**src/rtl/multicycle_unit_sequencer_if.sv**
```systemverilog
// ---------------------------------------------------------------------------
// multicycle_unit_sequencer_if
//
// Purpose:
//   Bundles every signal exchanged between the multi-cycle unit sequencer,
//   the execute-stage decode/pipeline control, and the div/clmul/fpu units.
//
// Signal summary:
//   req_valid, req_unit[1:0], hold, clear    pipeline -> sequencer
//   div/clmul/fpu _ready, _result[XLEN-1:0]  units    -> sequencer
//   fpu_flags[4:0]                           fpu      -> sequencer
//   div/clmul/fpu _start                     sequencer -> units
//   stall, res_valid, res_data[XLEN-1:0],
//   res_flags[4:0], res_err, timeout_err     sequencer -> pipeline
//
// Modports:
//   slave  : the sequencer's view
//   master : the surrounding pipeline/unit environment's view
// ---------------------------------------------------------------------------
interface multicycle_unit_sequencer_if #(
    parameter int XLEN = 32
);
    logic            req_valid;
    logic [1:0]      req_unit;
    logic            hold;
    logic            clear;

    logic            div_start;
    logic            clmul_start;
    logic            fpu_start;

    logic            div_ready;
    logic [XLEN-1:0] div_result;
    logic            clmul_ready;
    logic [XLEN-1:0] clmul_result;
    logic            fpu_ready;
    logic [XLEN-1:0] fpu_result;
    logic [4:0]      fpu_flags;

    logic            stall;
    logic            res_valid;
    logic [XLEN-1:0] res_data;
    logic [4:0]      res_flags;
    logic            res_err;
    logic            timeout_err;

    modport slave (
        input  req_valid, req_unit, hold, clear,
        input  div_ready, div_result, clmul_ready, clmul_result,
        input  fpu_ready, fpu_result, fpu_flags,
        output div_start, clmul_start, fpu_start,
        output stall, res_valid, res_data, res_flags, res_err, timeout_err
    );

    modport master (
        output req_valid, req_unit, hold, clear,
        output div_ready, div_result, clmul_ready, clmul_result,
        output fpu_ready, fpu_result, fpu_flags,
        input  div_start, clmul_start, fpu_start,
        input  stall, res_valid, res_data, res_flags, res_err, timeout_err
    );
endinterface

```
**src/rtl/multicycle_unit_sequencer.sv**
```systemverilog
// ---------------------------------------------------------------------------
// multicycle_unit_sequencer
//
// Purpose:
//   Sequences the execute stage's multi-cycle units (iterative divider,
//   carry-less multiplier, FPU). Issues one start pulse per instruction,
//   stalls the pipeline until the selected unit answers, delivers the result
//   for one cycle (or holds it while downstream is stalled), and drains a
//   unit whose operation was killed by a pipeline clear.
//
// Ports:
//   clock   in  clock
//   reset   in  synchronous, active-low reset
//   bus     multicycle_unit_sequencer_if.slave (request, unit handshakes,
//           result delivery, stall and error flags)
//
// Parameters:
//   XLEN        datapath width
//   MAX_CYCLES  watchdog limit while waiting on a unit
//   CNT_W       watchdog counter width (must hold MAX_CYCLES)
// ---------------------------------------------------------------------------
module multicycle_unit_sequencer #(
    parameter int XLEN       = 32,
    parameter int MAX_CYCLES = 64,
    parameter int CNT_W      = 7
) (
    input  logic                          clock,
    input  logic                          reset,
    multicycle_unit_sequencer_if.slave    bus
);

    typedef enum logic [1:0] {
        IDLE  = 2'd0,
        BUSY  = 2'd1,
        DONE  = 2'd2,
        DRAIN = 2'd3
    } state_t;

    localparam logic [CNT_W-1:0] CNT_LAST = CNT_W'(MAX_CYCLES - 1);

    state_t           state_q, state_d;
    logic [CNT_W-1:0] cnt_q, cnt_d;
    logic [1:0]       sel_q, sel_d;
    logic [XLEN-1:0]  resData_q, resData_d;
    logic [4:0]       resFlags_q, resFlags_d;
    logic             resErr_q, resErr_d;
    logic             timeoutErr_q, timeoutErr_d;

    logic             reqNeed;
    logic             selReady;
    logic [XLEN-1:0]  selData;
    logic [4:0]       selFlags;

    assign reqNeed = bus.req_valid && (bus.req_unit != 2'd0);

    // Route the handshake of the unit latched at start; every other unit's
    // ready pulse is ignored. Only the FPU reports exception flags.
    always_comb begin
        selReady = 1'b0;
        selData  = '0;
        selFlags = '0;
        case (sel_q)
            2'd1: begin
                selReady = bus.div_ready;
                selData  = bus.div_result;
            end
            2'd2: begin
                selReady = bus.clmul_ready;
                selData  = bus.clmul_result;
            end
            2'd3: begin
                selReady = bus.fpu_ready;
                selData  = bus.fpu_result;
                selFlags = bus.fpu_flags;
            end
            default: ;
        endcase
    end

    // Next-state and output logic. Start pulses and the live result path are
    // combinational so the pipeline sees no extra bubble on either end.
    always_comb begin
        state_d          = state_q;
        cnt_d            = cnt_q;
        sel_d            = sel_q;
        resData_d        = resData_q;
        resFlags_d       = resFlags_q;
        resErr_d         = resErr_q;
        timeoutErr_d     = timeoutErr_q;

        bus.div_start    = 1'b0;
        bus.clmul_start  = 1'b0;
        bus.fpu_start    = 1'b0;
        bus.stall        = 1'b0;
        bus.res_valid    = 1'b0;
        bus.res_data     = '0;
        bus.res_flags    = '0;
        bus.res_err      = 1'b0;
        bus.timeout_err  = timeoutErr_q;

        case (state_q)
            IDLE: begin
                if (reqNeed) begin
                    bus.stall = 1'b1;
                    if (!bus.clear && !bus.hold) begin
                        case (bus.req_unit)
                            2'd1:    bus.div_start   = 1'b1;
                            2'd2:    bus.clmul_start = 1'b1;
                            2'd3:    bus.fpu_start   = 1'b1;
                            default: ;
                        endcase
                        sel_d   = bus.req_unit;
                        cnt_d   = '0;
                        state_d = BUSY;
                    end
                end
            end

            BUSY: begin
                cnt_d = cnt_q + 1'b1;
                if (selReady && !bus.clear) begin
                    bus.res_valid = 1'b1;
                    bus.res_data  = selData;
                    bus.res_flags = selFlags;
                    resData_d     = selData;
                    resFlags_d    = selFlags;
                    resErr_d      = 1'b0;
                    state_d       = bus.hold ? DONE : IDLE;
                end else if (bus.clear) begin
                    // A result arriving with the kill is simply dropped;
                    // otherwise the unit is still busy and must be drained.
                    bus.stall = 1'b1;
                    state_d   = selReady ? IDLE : DRAIN;
                end else if (cnt_q == CNT_LAST) begin
                    bus.res_valid = 1'b1;
                    bus.res_err   = 1'b1;
                    resData_d     = '0;
                    resFlags_d    = '0;
                    resErr_d      = 1'b1;
                    timeoutErr_d  = 1'b1;
                    state_d       = bus.hold ? DONE : IDLE;
                end else begin
                    bus.stall = 1'b1;
                end
            end

            DONE: begin
                bus.res_valid = !bus.clear;
                bus.res_data  = resData_q;
                bus.res_flags = resFlags_q;
                bus.res_err   = resErr_q && !bus.clear;
                if (bus.clear || !bus.hold) begin
                    state_d = IDLE;
                end
            end

            DRAIN: begin
                // New requests wait here; no start until the killed op ends.
                bus.stall = reqNeed;
                if (cnt_q < CNT_LAST) begin
                    cnt_d = cnt_q + 1'b1;
                end
                if (selReady) begin
                    state_d = IDLE;
                end else if (cnt_q >= CNT_LAST) begin
                    timeoutErr_d = 1'b1;
                    state_d      = IDLE;
                end
            end

            default: state_d = IDLE;
        endcase
    end

    // State and capture registers with synchronous active-low reset.
    always_ff @(posedge clock) begin
        if (!reset) begin
            state_q      <= IDLE;
            cnt_q        <= '0;
            sel_q        <= '0;
            resData_q    <= '0;
            resFlags_q   <= '0;
            resErr_q     <= 1'b0;
            timeoutErr_q <= 1'b0;
        end else begin
            state_q      <= state_d;
            cnt_q        <= cnt_d;
            sel_q        <= sel_d;
            resData_q    <= resData_d;
            resFlags_q   <= resFlags_d;
            resErr_q     <= resErr_d;
            timeoutErr_q <= timeoutErr_d;
        end
    end

endmodule

```
**src/flat_wrapper.sv**
```systemverilog
// flat-port wrapper written by rule: the top's interface ports become plain ports
module multicycle_unit_sequencer_flat 
#(
    parameter int XLEN       = 32,
    parameter int MAX_CYCLES = 64,
    parameter int CNT_W      = 7
)
  (clock, reset, bus_req_valid, bus_req_unit, bus_hold, bus_clear, bus_div_ready, bus_div_result, bus_clmul_ready, bus_clmul_result, bus_fpu_ready, bus_fpu_result, bus_fpu_flags, bus_div_start, bus_clmul_start, bus_fpu_start, bus_stall, bus_res_valid, bus_res_data, bus_res_flags, bus_res_err, bus_timeout_err);
  multicycle_unit_sequencer_if #(.XLEN(XLEN)) bus_i ();
  input  logic clock;
  input  logic reset;
  input wire logic [$bits(bus_i.req_valid)-1:0] bus_req_valid;
  input wire logic [$bits(bus_i.req_unit)-1:0] bus_req_unit;
  input wire logic [$bits(bus_i.hold)-1:0] bus_hold;
  input wire logic [$bits(bus_i.clear)-1:0] bus_clear;
  input wire logic [$bits(bus_i.div_ready)-1:0] bus_div_ready;
  input wire logic [$bits(bus_i.div_result)-1:0] bus_div_result;
  input wire logic [$bits(bus_i.clmul_ready)-1:0] bus_clmul_ready;
  input wire logic [$bits(bus_i.clmul_result)-1:0] bus_clmul_result;
  input wire logic [$bits(bus_i.fpu_ready)-1:0] bus_fpu_ready;
  input wire logic [$bits(bus_i.fpu_result)-1:0] bus_fpu_result;
  input wire logic [$bits(bus_i.fpu_flags)-1:0] bus_fpu_flags;
  output wire logic [$bits(bus_i.div_start)-1:0] bus_div_start;
  output wire logic [$bits(bus_i.clmul_start)-1:0] bus_clmul_start;
  output wire logic [$bits(bus_i.fpu_start)-1:0] bus_fpu_start;
  output wire logic [$bits(bus_i.stall)-1:0] bus_stall;
  output wire logic [$bits(bus_i.res_valid)-1:0] bus_res_valid;
  output wire logic [$bits(bus_i.res_data)-1:0] bus_res_data;
  output wire logic [$bits(bus_i.res_flags)-1:0] bus_res_flags;
  output wire logic [$bits(bus_i.res_err)-1:0] bus_res_err;
  output wire logic [$bits(bus_i.timeout_err)-1:0] bus_timeout_err;
  assign bus_i.req_valid = bus_req_valid;
  assign bus_i.req_unit = bus_req_unit;
  assign bus_i.hold = bus_hold;
  assign bus_i.clear = bus_clear;
  assign bus_i.div_ready = bus_div_ready;
  assign bus_i.div_result = bus_div_result;
  assign bus_i.clmul_ready = bus_clmul_ready;
  assign bus_i.clmul_result = bus_clmul_result;
  assign bus_i.fpu_ready = bus_fpu_ready;
  assign bus_i.fpu_result = bus_fpu_result;
  assign bus_i.fpu_flags = bus_fpu_flags;
  assign bus_div_start = bus_i.div_start;
  assign bus_clmul_start = bus_i.clmul_start;
  assign bus_fpu_start = bus_i.fpu_start;
  assign bus_stall = bus_i.stall;
  assign bus_res_valid = bus_i.res_valid;
  assign bus_res_data = bus_i.res_data;
  assign bus_res_flags = bus_i.res_flags;
  assign bus_res_err = bus_i.res_err;
  assign bus_timeout_err = bus_i.timeout_err;
  multicycle_unit_sequencer #(.XLEN(XLEN), .MAX_CYCLES(MAX_CYCLES), .CNT_W(CNT_W)) u_core (.clock(clock), .reset(reset), .bus(bus_i));
endmodule
```
**config.mk**
```make
export PLATFORM = sky130hd
export DESIGN_NAME = multicycle_unit_sequencer_flat
export DESIGN_NICKNAME = d
export VERILOG_FILES = /design/src/rtl/multicycle_unit_sequencer_if.sv /design/src/rtl/multicycle_unit_sequencer.sv /design/src/flat_wrapper.sv
export SDC_FILE = /design/constraint.sdc
export NUM_CORES = 1
export LEC_CHECK = 0
export BUFFER_PORTS_ARGS = -buffer_cell sky130_fd_sc_hd__buf_4
export CAP_MARGIN = 30
export CORE_MARGIN = 3
export CORE_UTILIZATION = 50
export DETAILED_ROUTE_END_ITERATION = 6
export PLACE_DENSITY = 0.9
export SETUP_SLACK_MARGIN = 0.2
export SLEW_MARGIN = 20
export SYNTH_ARGS = -nofsm -noshare
export SYNTH_HDL_FRONTEND = slang
export SYNTH_SLANG_ARGS = --single-unit
```
**constraint.sdc**
```tcl
create_clock -name clock -period 4.9 [get_ports clock]
set_input_delay 1.47 -clock clock [delete_from_list [all_inputs] [get_ports clock]]
set_output_delay 1.47 -clock clock [all_outputs]
set_load 0.01 [all_outputs]
```
; Yosys cells after proc, flatten, opt, wreduce, memory -nomap -nowiden
; Cells that the tools add are included.
[classes]
addsub = 1
magnitude_cmp = 2
n_eq_ne = 22
n_mux = 58
n_reduce_logical = 17
[ops]
columns = cell, count
row1 = 32-bit two-way mux, 4
row2 = 32-bit case mux with 3 select lines, 1
row3 = 32-bit case mux with 2 select lines, 1
row4 = 1-bit two-way mux, 26
row5 = 5-bit two-way mux, 5
row6 = 7-bit two-way mux, 3
row7 = 7-bit case mux with 3 select lines, 1
row8 = 2-bit two-way mux, 10
row9 = 2-bit by 1-bit != test with 1-bit output (second input constant), 7
row10 = 2-bit equality test (second input constant), 6
row11 = 5-bit case mux with 2 select lines, 1
row12 = 2-bit case mux with 4 select lines, 1
row13 = 7-bit by 1-bit adder with 7-bit output (second input constant), 1
row14 = 7-bit by 6-bit equality test with 1-bit output (second input constant), 1
row15 = 7-bit by 6-bit >= comparator with 1-bit output (second input constant), 1
row16 = 7-bit by 6-bit less-than comparator with 1-bit output (second input constant), 1
row17 = 2-bit by 1-bit equality test with 1-bit output (second input constant), 3
row18 = 2-bit != test (second input constant), 3
row19 = 1-bit case mux with 2 select lines, 3
row20 = 1-bit case mux with 3 select lines, 2
row21 = 3-bit AND reduction, 2
row22 = 6-bit AND reduction, 1
row23 = 2-bit nonzero test, 3
row24 = 5-bit AND reduction, 1
row25 = 8 further kinds, 12
[totals]
register_bits = 50
input_bits = 111
out_inout_bits = 44

; Depth between registers and ports, before layout
[depth]
word_depth = 6
mapped_depth = 8
depth_no_buf = 6

; Worst setup path after synthesis
; No wires, ideal clock.
[synth_path]
path_kind = input port to output port
start = in bus_clear
end = out bus_res_flags[0]
arrival_ps = 2630
slack_ps = 800
stages = 6
path_buffers = 2
path_cell_list = clkbuf_1 > nand2b_1 > nor2_2 > buf_2 > nand4_1 > a21boi_0
[synth_via]
elab_chain_len = 4
[synth_lines]
columns = item, line
row1 = "start, declared", flat_wrapper.sv:15  ; input wire logic [$bits(bus_i.clear)-1:0] bus_clear;
row2 = 1-bit zero test, multicycle_unit_sequencer.sv:121  ; if (selReady && !bus.clear) begin
row3 = 1-bit logical AND, multicycle_unit_sequencer.sv:121
row4 = 5-bit two-way mux, multicycle_unit_sequencer.sv:121
row5 = 5-bit case mux with 2 select lines, multicycle_unit_sequencer.sv:101  ; case (state_q)
row6 = "end, declared", flat_wrapper.sv:29  ; output wire logic [$bits(bus_i.res_flags)-1:0] bus_res_flags;
; Every way passes these cells.

; Final worst setup path
[layout_path]
start = in bus_clmul_ready
end = out bus_res_data[24]
[layout_via]
elab_chain_len = 4
[layout_lines]
columns = item, line
row1 = "start, declared", flat_wrapper.sv:18  ; input wire logic [$bits(bus_i.clmul_ready)-1:0] bus_clmul_ready;
row2 = 1-bit case mux with 3 select lines, multicycle_unit_sequencer.sv:62  ; case (sel_q)
row3 = 1-bit logical AND, multicycle_unit_sequencer.sv:121
row4 = 32-bit two-way mux, multicycle_unit_sequencer.sv:121
row5 = 32-bit case mux with 2 select lines, multicycle_unit_sequencer.sv:101
row6 = "end, declared", flat_wrapper.sv:28  ; output wire logic [$bits(bus_i.res_data)-1:0] bus_res_data;
; Every way passes these cells.

==> out/metrics.csv <==
stage;metric;value;unit
min_path;hold_path_depth;1;
clocking;cts_buffers;5;
synth;synth-seq-cells;50;
sta;tightest_slew;0.933;ns
worst_setup_path;rr_startpoint;u_core.sel_q[0];
clocking;clockBufferDepth;2;
worst_setup_path;worstRegToRegCells;5;
floorplanning;start_util;0.527;
global_route;grt_remaining_overflow;0;
floorplanning;fp.dieW;88.7;µm
global_route;antenna_found_initial;0;
global_route;grt_start_max_net_pins;48;
sta;max-slew-margin-rel;0.378;
routing;drt-initial-drc-count;279;
clocking;path_clk_slew;0.09;ns
synth;syn_area;3420;µm²
clocking;insertion_delay;0.31;ns
worst_setup_path;cpMostUsedCell;buf_4;
clocking;htree_levels;2;
power;power_density;218;nW/µm²
routing;wl_per_cell;17.6;µm
worst_setup_path;rrSetupSlack;2.34;ns
routing;routed_wl;10.8;mm
layout;syn2layout_area_growth;37.2;%
worst_setup_path;crit_slowest_cell;a22oi_4;
layout;antenna_cells;0;
sta;period_share;0.907;
synth;netlist_top_cells_count;78 x nand2_1, 50 x dfxtp_1, 33 x a21boi_0, 33 x a22o_1;
worst_setup_path;slowest_delay;0.35;ns
floorplanning;core_area;6490;µm²
sta;hold_violations;0;
flow_run;maxCapViolCount;0;
worst_setup_path;crit_type;in -> out;
synth;synth_top_area_frac;0.293;
routing;ant_nets;0;
worst_setup_path;cp-end-kind;primary output;
floorplanning;io_pins;155;
sta;fmax;0.225;GHz
layout;nFillCells;498;
routing;drc_errors;0;
synth;synth-edff-count;0;
synth;synthArstFlopShare;0;
routing;drt_pass1_iterations;4;
synth;synth_top_area_cell;dfxtp_1;
layout;multi_input_area;2240;µm²
placement;place_congestion;0.879;
worst_setup_path;worst_setup_path_start_kind;primary input;
min_path;worstHoldPathType;reg -> reg;
routing;viasPerCell;5.91;
routing;vias;3615;
global_route;grt_use_total;0.274;
global_route;grt_pass1_vias;3646;
synth;syn_inst;400;
sta;period_needed;4.45;ns
global_route;grt_pass1_wl;17.1;mm
synth;synth_area_leaders;dfxtp_1 29%, mux2_2 9.2%, nand2_1 8.6%;
floorplanning;die_h;88.7;µm
clocking;cts_sinks;50;
outcome;status;completed;
placement;place_area;4550;µm²
min_path;holdPathEnd;u_core.resData_q[31];
floorplanning;row_count;29;
synth;synth.distinct_cells;49;
worst_setup_path;worstReg2RegEnd;u_core.resData_q[9];
worst_setup_path;cp_max_fo;10;
sta;final_max_slew_viol_count;0;
clocking;holdBufCountCts;0;
synth;synthesis.nets;517;
sta;setup-violations-final;0;
synth;yosysSeqAreaShare;0.293;
layout;fin_area;4690;µm²
placement;pre_cts_slack;0.168;ns
sta;fin_ws;0.453;ns
sta;hold-worst-slack;0.472;ns
placement;dp_hpwl;7.78;mm
worst_setup_path;worstPathArrival;2.98;ns
layout;regArea;1000;µm²
layout;final_nets;651;
layout;drive_gt1_frac;0.396;
power;vdd_drop_max;0.000127;V
clocking;cts_tree;yes;
synth;syn_area_per_cell;8.55;µm²
min_path;holdCritStartpoint;u_core.resData_q[31];
worst_setup_path;crit_chain;buf_4 -> mux2_4 -> a22oi_4 -> nand2b_1 -> a21oi_1 -> o21a_1 -> buf_4;
worst_setup_path;required;3.43;ns
floorplanning;design.die.area;7870;µm²
power;leakagePower;2.01;nW
sta;grt_setup_unrepaired;false;
sta;fin_skew;0.0157;ns
synth;synth_flop_cell;dfxtp_1;
synth;yosysWarningCount;0;
placement;numPortBuffers;154;
clocking;root_buffer;clkbuf_8;
power;finalPower;0.00102;W
sta;fin_tns_setup;0;ns
synth;yosysMostFrequentCell;nand2_1;
## cell families (layout without fill, tap and decap cells)
group	count (synthesis)	count (layout)	synth area share
xor gates and xnor gates	4	4	0.0102
and+or+nand+nor	128	128	0.168
DFF	50	50	0.293
muxes	38	38	0.123
adders and majority gates	6	6	0.0219
buffers and inverters	41	176	0.0567
AOI/OAI and AO/OA	133	133	0.328
## what timing repair did
action / 4_1_cts / 5_1_grt
hold endpoints to repair: 0 / 0
setup endpoints to repair: 2 / 1
pin swaps: 0 / 1
resized for setup: 1 / 0
buffers inserted: 0 / 2
## layer usage
layer	part of all wire	up-vias	track usage
met1	0.38	1719	0.309
li1	-	1726	-
met5	0	-	0
met4	0.030	0	0.0989
met2	0.53	141	0.506
met3	0.057	29	0.0531
## where the power goes
| group | internal, W | leakage [nW] | switching, W | total [W] |
|---|---|---|---|---|
| clock | 0.000117 | 0.0478 | 0.000144 | 0.000260 |
| combinational | 0.000173 | 1.56 | 0.000165 | 0.000338 |
| sequential | 0.000414 | 0.404 | 0.0000122 | 0.000427 |
| total | 0.000704 | 2.01 | 0.000321 | 0.00102 |
## flip-flops by register name, summed over array words and instances, names as in the netlist
signal,cells
u_core.resErr_q,1
u_core.resFlags_q,5
u_core.resData_q,32
u_core.state_q,2
u_core.sel_q,2
u_core.cnt_q,7
u_core.bus.timeout_err,1
## critical path, delay by kind of cell
family	cells	cell delay (ns)
compound gates	3	0.68
simple gates	1	0.30
mux	1	0.29
buf+inv	2	0.25
## worst max-delay path by stage
stage                     from               end  depth (start not counted)
4_1_cts          bus_fpu_ready   bus_res_data[9]                          8
3_5_place_dp     bus_fpu_ready   bus_res_data[9]                          8
3_3_place_gp   bus_clmul_ready  bus_res_data[16]                          8
6_report       bus_clmul_ready  bus_res_data[24]                          7
2_1_floorplan        bus_clear  bus_res_flags[0]                          6
5_1_grt        bus_clmul_ready  bus_res_data[24]                          7
## cell usage in the layout (no fill, tap or decap), types with 2 or more instances in the layout
cell type / instances
buf_4: 161
nand2_1: 78
dfxtp_1: 48
a22o_1: 33
a21boi_0: 33
mux2_2: 28
a2bb2o_1: 28
a21oi_1: 11
nor2_1: 11
mux2i_1: 9
nor3_1: 7
o211ai_1: 6
inv_1: 6
clkbuf_8: 6
nand4_1: 5
ha_1: 5
nor2b_1: 4
and2_1: 4
o21a_1: 4
nand3_1: 4
xnor2_1: 4
nand2b_1: 3
nor3b_1: 2
o21ai_0: 2
a31o_2: 2
a2111oi_0: 2
nand3b_1: 2
dfxtp_2: 2
## per-stage QoR
stage	utilization	instances
after detailed placement	0.700	601
after floorplan	-	400
final	0.723	612
after CTS	0.716	609
after global placement	0.700	601
after global routing	0.723	612
## final cells by class
type / count / area share
Timing Repair Buffer: 162 / 0.263
Clock inverter: 2 / 0.00347
Inverter: 6 / 0.00480
Sequential cell: 50 / 0.214
Multi-Input combinational cell: 309 / 0.476
Tap cell: 77 / 0.0205
Clock buffer: 6 / 0.0176
No activity file was read; power rests on OpenSTA's default activity.
